--- config.mk ---
export PLATFORM = sky130hd
export DESIGN_NAME = regfile
export DESIGN_NICKNAME = d
export VERILOG_FILES = /design/src/rtl/regfile.sv
export SDC_FILE = /design/constraint.sdc
export NUM_CORES = 2
export LEC_CHECK = 0
export ABC_CLOCK_PERIOD_IN_PS = 3850
export BUFFER_PORTS_ARGS = -buffer_cell sky130_fd_sc_hd__buf_2
export CAP_MARGIN = 40
export CORE_MARGIN = 2
export CORE_UTILIZATION = 30
export CTS_BUF_LIST = sky130_fd_sc_hd__clkbuf_8
export DETAILED_ROUTE_END_ITERATION = 12
export GPL_TIMING_DRIVEN = 0
export HOLD_SLACK_MARGIN = 0.12
export PLACE_DENSITY = 0.42
export SYNTH_ARGS = -nofsm -noshare
export SYNTH_HDL_FRONTEND = slang
export SYNTH_SLANG_ARGS = --single-unit
--- constraint.sdc ---
create_clock -name clk -period 3.85 [get_ports clk]
set_input_delay 0.385 -clock clk [delete_from_list [all_inputs] [get_ports clk]]
set_output_delay 0.385 -clock clk [all_outputs]
set_load 0.1 [all_outputs]
--- src/rtl/regfile.sv ---
// Integer register file: one synchronous write port, two combinational read ports, optional hard-wired x0.
// Latency: write visible one rising edge later, reads are zero-latency; no backpressure, always accepts.
// REGFILE_BYPASS_EN: when defined, a pending legal write is forwarded combinationally to matching read ports.
`timescale 1ns/1ps
module regfile #(
    parameter int data_width = 32,
    parameter int reg_num    = 32,
    parameter int zeroreg    = 1,
    localparam int AW        = (reg_num > 1) ? $clog2(reg_num) : 1
) (
    input  logic                  clk,
    input  logic                  rst,
    input  logic                  write_n,
    input  logic [AW-1:0]         rs1,
    input  logic [AW-1:0]         rs2,
    input  logic [AW-1:0]         rd,
    input  logic [data_width-1:0] in,
    output logic [data_width-1:0] out1,
    output logic [data_width-1:0] out2
);

    localparam logic [AW:0] REG_LIMIT = (AW + 1)'(reg_num);

    logic [data_width-1:0] registers [reg_num];

    logic rd_in_range;
    logic rs1_in_range;
    logic rs2_in_range;
    logic rd_is_zero_reg;
    logic wr_legal;
    logic wr_fire;

    // Addresses are one bit wider in the compare so a non-power-of-two depth flags its holes.
    assign rd_in_range  = {1'b0, rd}  < REG_LIMIT;
    assign rs1_in_range = {1'b0, rs1} < REG_LIMIT;
    assign rs2_in_range = {1'b0, rs2} < REG_LIMIT;

    generate
        if (zeroreg != 0) begin : g_zero_reg
            assign rd_is_zero_reg = (rd == '0);
        end else begin : g_plain_reg0
            assign rd_is_zero_reg = 1'b0;
        end
    endgenerate

    assign wr_legal = rd_in_range && !rd_is_zero_reg;
    assign wr_fire  = !write_n && wr_legal;

    // x0 is never a write target when hard-wired, so reset alone keeps it at zero.
    always_ff @(posedge clk or negedge rst) begin
        if (!rst) begin
            for (int j = 0; j < reg_num; j++) begin
                registers[j] <= '0;
            end
        end else if (wr_fire) begin
            registers[rd] <= in;
        end
    end

    always_comb begin
        out1 = '0;
        if (rs1_in_range) begin
            out1 = registers[rs1];
        end
`ifdef REGFILE_BYPASS_EN
        if (rst && wr_fire && (rd == rs1)) begin
            out1 = in;
        end
`endif
    end

    always_comb begin
        out2 = '0;
        if (rs2_in_range) begin
            out2 = registers[rs2];
        end
`ifdef REGFILE_BYPASS_EN
        if (rst && wr_fire && (rd == rs2)) begin
            out2 = in;
        end
`endif
    end

endmodule

==> summary.txt <==
Run status
  – Outcome: complete, but fails checks
  – Violations in the final reports: negative setup slack

Placed design
  – DP Wirelength: 185 mm
  – Pre-CTS setup slack: -0.188 ns
  – Routability cong.: 0.969
  – Port Buffer Count: 111

CTS
  – # clock sinks: 1024
  – H-tree Lvls: 4
  – Num CTS Buffers: 201
  – Clock root buffer: clkbuf_8
  – Setup repair bufs after CTS: 0
  – TritonCTS clock tree: built
  – Max Buffers Root-to-Sink: 3
  – Worst skew pair latency: 0.95 ns
  – Clk slew on worst S/H paths: 0.06 ns

STA
  – Tcrit/Tclk final: 1.02
  – Fin crit period: 3.94 ns
  – Hold Fails Final Rpt: 0
  – Fmax: 254 MHz
  – Worst setup margin: -0.0853 ns
  – Slew @ Worst Pin: 1.07 ns
  – Skew final: 0 ns
  – Final setup vio count: 1
  – Rel. slew slack: 0.284
  – Unrepaired setup endpoints after global routing: no
  – Final-report max-slew violation count: 0

GRT
  – Total Routing Usage GR: 0.247
  – Number of global-route vias before repair: 41800
  – Remaining global-route overflow: 0
  – Initial antenna violation count: 18
  – Largest net degree at the start of global routing: 152
  – First-pass GRT wire length: 329 mm

Synthesis
  – Syn nets: 4651
  – Mapped cell area: 56000 sq um
  – Yosys cell types: 28
  – Yosys top cell area share: 0.458
  – Largest cells by area after synthesis: dfrtp_1, mux2_2, mux2i_1
  – Avg Cell Area, Syn: 12.2 sq um
  – Synth warnings: 0
  – Yosys top cell by area: dfrtp_1
  – Synthesized instance count: 4601
  – Sequential share of the synthesized area: 0.458
  – Number of synthesized register bits: 1024

Hold path
  – Tightest Hold Check Type: in2reg
  – Hold EP: registers[608]
  – Hold path depth: 4
  – Hold path startpoint: rd[0]

Worst setup path
  – CP endpoint kind: primary output
  – Arrival time of the worst setup path: 3.55 ns
  – Startpoint types: primary input
  – Reg2Reg Depth: 1
  – FF-to-FF setup slack: 3.00 ns
  – Worst path required time: 3.46 ns
  – Worst reg2reg path endpoint: registers[12]
  – Critical path peak fanout: 10
  – Setup Crit Path Kind: in2out
  – R2R Path Start: registers[12]

Cells and area
  – Final Util: 0.350
  – Fill cells: 19000
  – Largest registers: registers (1024)
  – FF+latch area: 25600 sq um
  – Biggest register: registers
  – Multi-input logic area: 27800 sq um
  – Fin nets: 5076
  – Area Overhead vs Synth: 16.0%
  – Share of cells above drive strength 1: 0.324
  – Largest register FFs: 1024

Detailed routing
  – Average wire per standard cell: 31.3 microns
  – Vias per cell: 5.38
  – Routed WL: 240 mm
  – # DRC: 0
  – Final ANT Viol Nets: 0
  – First-pass DRT Iterations: 6
  – Vias: 41300
  – DR iter-0 viols: 2922

Floorplan
  – IO Pins: 114
  – Die Ht: 436 microns
  – Site Rows: 158
  – Area of the die: 190000 sq um
  – Die Wd: 436 microns
  – Starting Density: 0.302
  – Core ar.: 185000 sq um

Pwr
  – LEAKAGE: 30.6 nW
  – Peak supply drop: 0.413 mV
  – Pwr Density: 506 nW/um^2

Job
  – Max-cap violations: 0
-- metal layers --
| layer | GRT usage | part of all wire |
|---|---|---|
| met2 | 0.391 | 0.46 |
| met4 | 0.123 | 0.053 |
| met1 | 0.325 | 0.44 |
| met3 | 0.0425 | 0.052 |
| met5 | 0 | 0.00014 |
-- critical path, stage by stage --
cell	delay (ns)
buf_2	0.11
nor2b_1	0.16
buf_2	0.52
buf_2	0.51
clkbuf_2	0.74
a21oi_1	0.14
nand3_1	0.22
nand3_1	0.31
buf_2	0.41
-- cells by family after synthesis --
logic type | share of synthesized area
compound gates | 0.0701
simple gates | 0.0440
flops | 0.458
buf+inv | 0.0454
mux | 0.383
-- metrics by stage --
step                hold slack [ns]  cell area, sq um  TNS (ns)  total power [mW]  instances
floorplan                    0.0894             56000         0              19.3       4601
global placement              0.463             59600         -              21.7       7192
detailed placement            0.377             60500     -1.73              21.9       7265
CTS                           0.127             64900         0              33.2       7659
global route                  0.221             64900         0              34.4       7664
finish                        0.247             64900   -0.0853              32.9       7672
-- layout make-up --
cell class / count / area share
antenna: 10 / 0.000385
buffer: 472 / 0.0395
clock buffer: 254 / 0.0538
clock inverter: 105 / 0.00773
multi-input combinational: 3104 / 0.428
sequential: 1024 / 0.395
tap: 2480 / 0.0478
timing repair buffer: 223 / 0.0281
-- power breakdown --
part           leakage (nW)  internal (mW)  switching (mW)  total (mW)
sequential             13.1           12.8            1.56        14.4
combinational          15.1           3.23            4.19        7.42
clock                  2.37           5.94            5.13        11.1
-- cells in the mapped netlist --
cell type / count
a31oi_1: 64
nor2b_1: 4
or3b_4: 1
a22o_1: 128
a22oi_1: 192
or2_2: 2
mux2_2: 955
nand2_1: 210
a21oi_1: 192
and3b_1: 1
buf_4: 51
mux2i_1: 1024
or3_4: 1
nand3_1: 193
nor2_4: 16
mux2_1: 37
nor3_1: 66
dfrtp_1: 1024
nor3b_1: 1
nor2_1: 3
nor3b_2: 3
clkbuf_1: 226
and2_1: 3
nand2b_1: 4
buf_6: 57
nand3b_1: 4
buf_2: 115
buf_1: 24
-- worst max path at each step --
| stage | from | end | slack (ns) | cells after the start |
|---|---|---|---|---|
| finish | rs2[2] | out2[7] | -0.09 | 9 |
| global placement | rst | registers[1021] | -22.27 | 1 |
| global route | rs1[2] | out1[9] | 0.0006 | 9 |
| detailed placement | rs2[2] | out2[7] | -0.19 | 10 |
| CTS | rs2[0] | out2[3] | 0.02 | 10 |
| floorplan | rs1[1] | out1[10] | 1.21 | 8 |
-- cell usage in the layout (no fill, tap or decap), types with 2 or more instances in the layout --
| cell type | count |
|---|---|
| a21oi_1 | 192 |
| a22o_1 | 128 |
| a22oi_1 | 192 |
| a31oi_1 | 64 |
| and2_1 | 3 |
| buf_1 | 19 |
| buf_16 | 10 |
| buf_2 | 253 |
| buf_4 | 56 |
| buf_6 | 84 |
| buf_8 | 12 |
| clkbuf_1 | 215 |
| clkbuf_2 | 10 |
| clkbuf_8 | 254 |
| clkinv_2 | 8 |
| clkinv_8 | 2 |
| clkinvlp_4 | 3 |
| dfrtp_1 | 1024 |
| diode_2 | 10 |
| dlygate4sd3_1 | 34 |
| inv_1 | 85 |
| inv_6 | 4 |
| inv_8 | 2 |
| mux2_1 | 37 |
| mux2_2 | 955 |
| mux2i_1 | 1024 |
| nand2_1 | 210 |
| nand2b_1 | 4 |
| nand3_1 | 193 |
| nand3b_1 | 4 |
| nor2_1 | 3 |
| nor2_4 | 16 |
| nor2b_1 | 4 |
| nor3_1 | 66 |
| nor3b_2 | 3 |
| or2_2 | 2 |
-- what timing repair did --
item	in CTS	in global routing
endpoints found under the hold margin	428	0
setup endpoints to repair	19	1
resized for setup	9	0
hold buffers	35	0
Note: power is estimated with default switching activity, not from simulation.
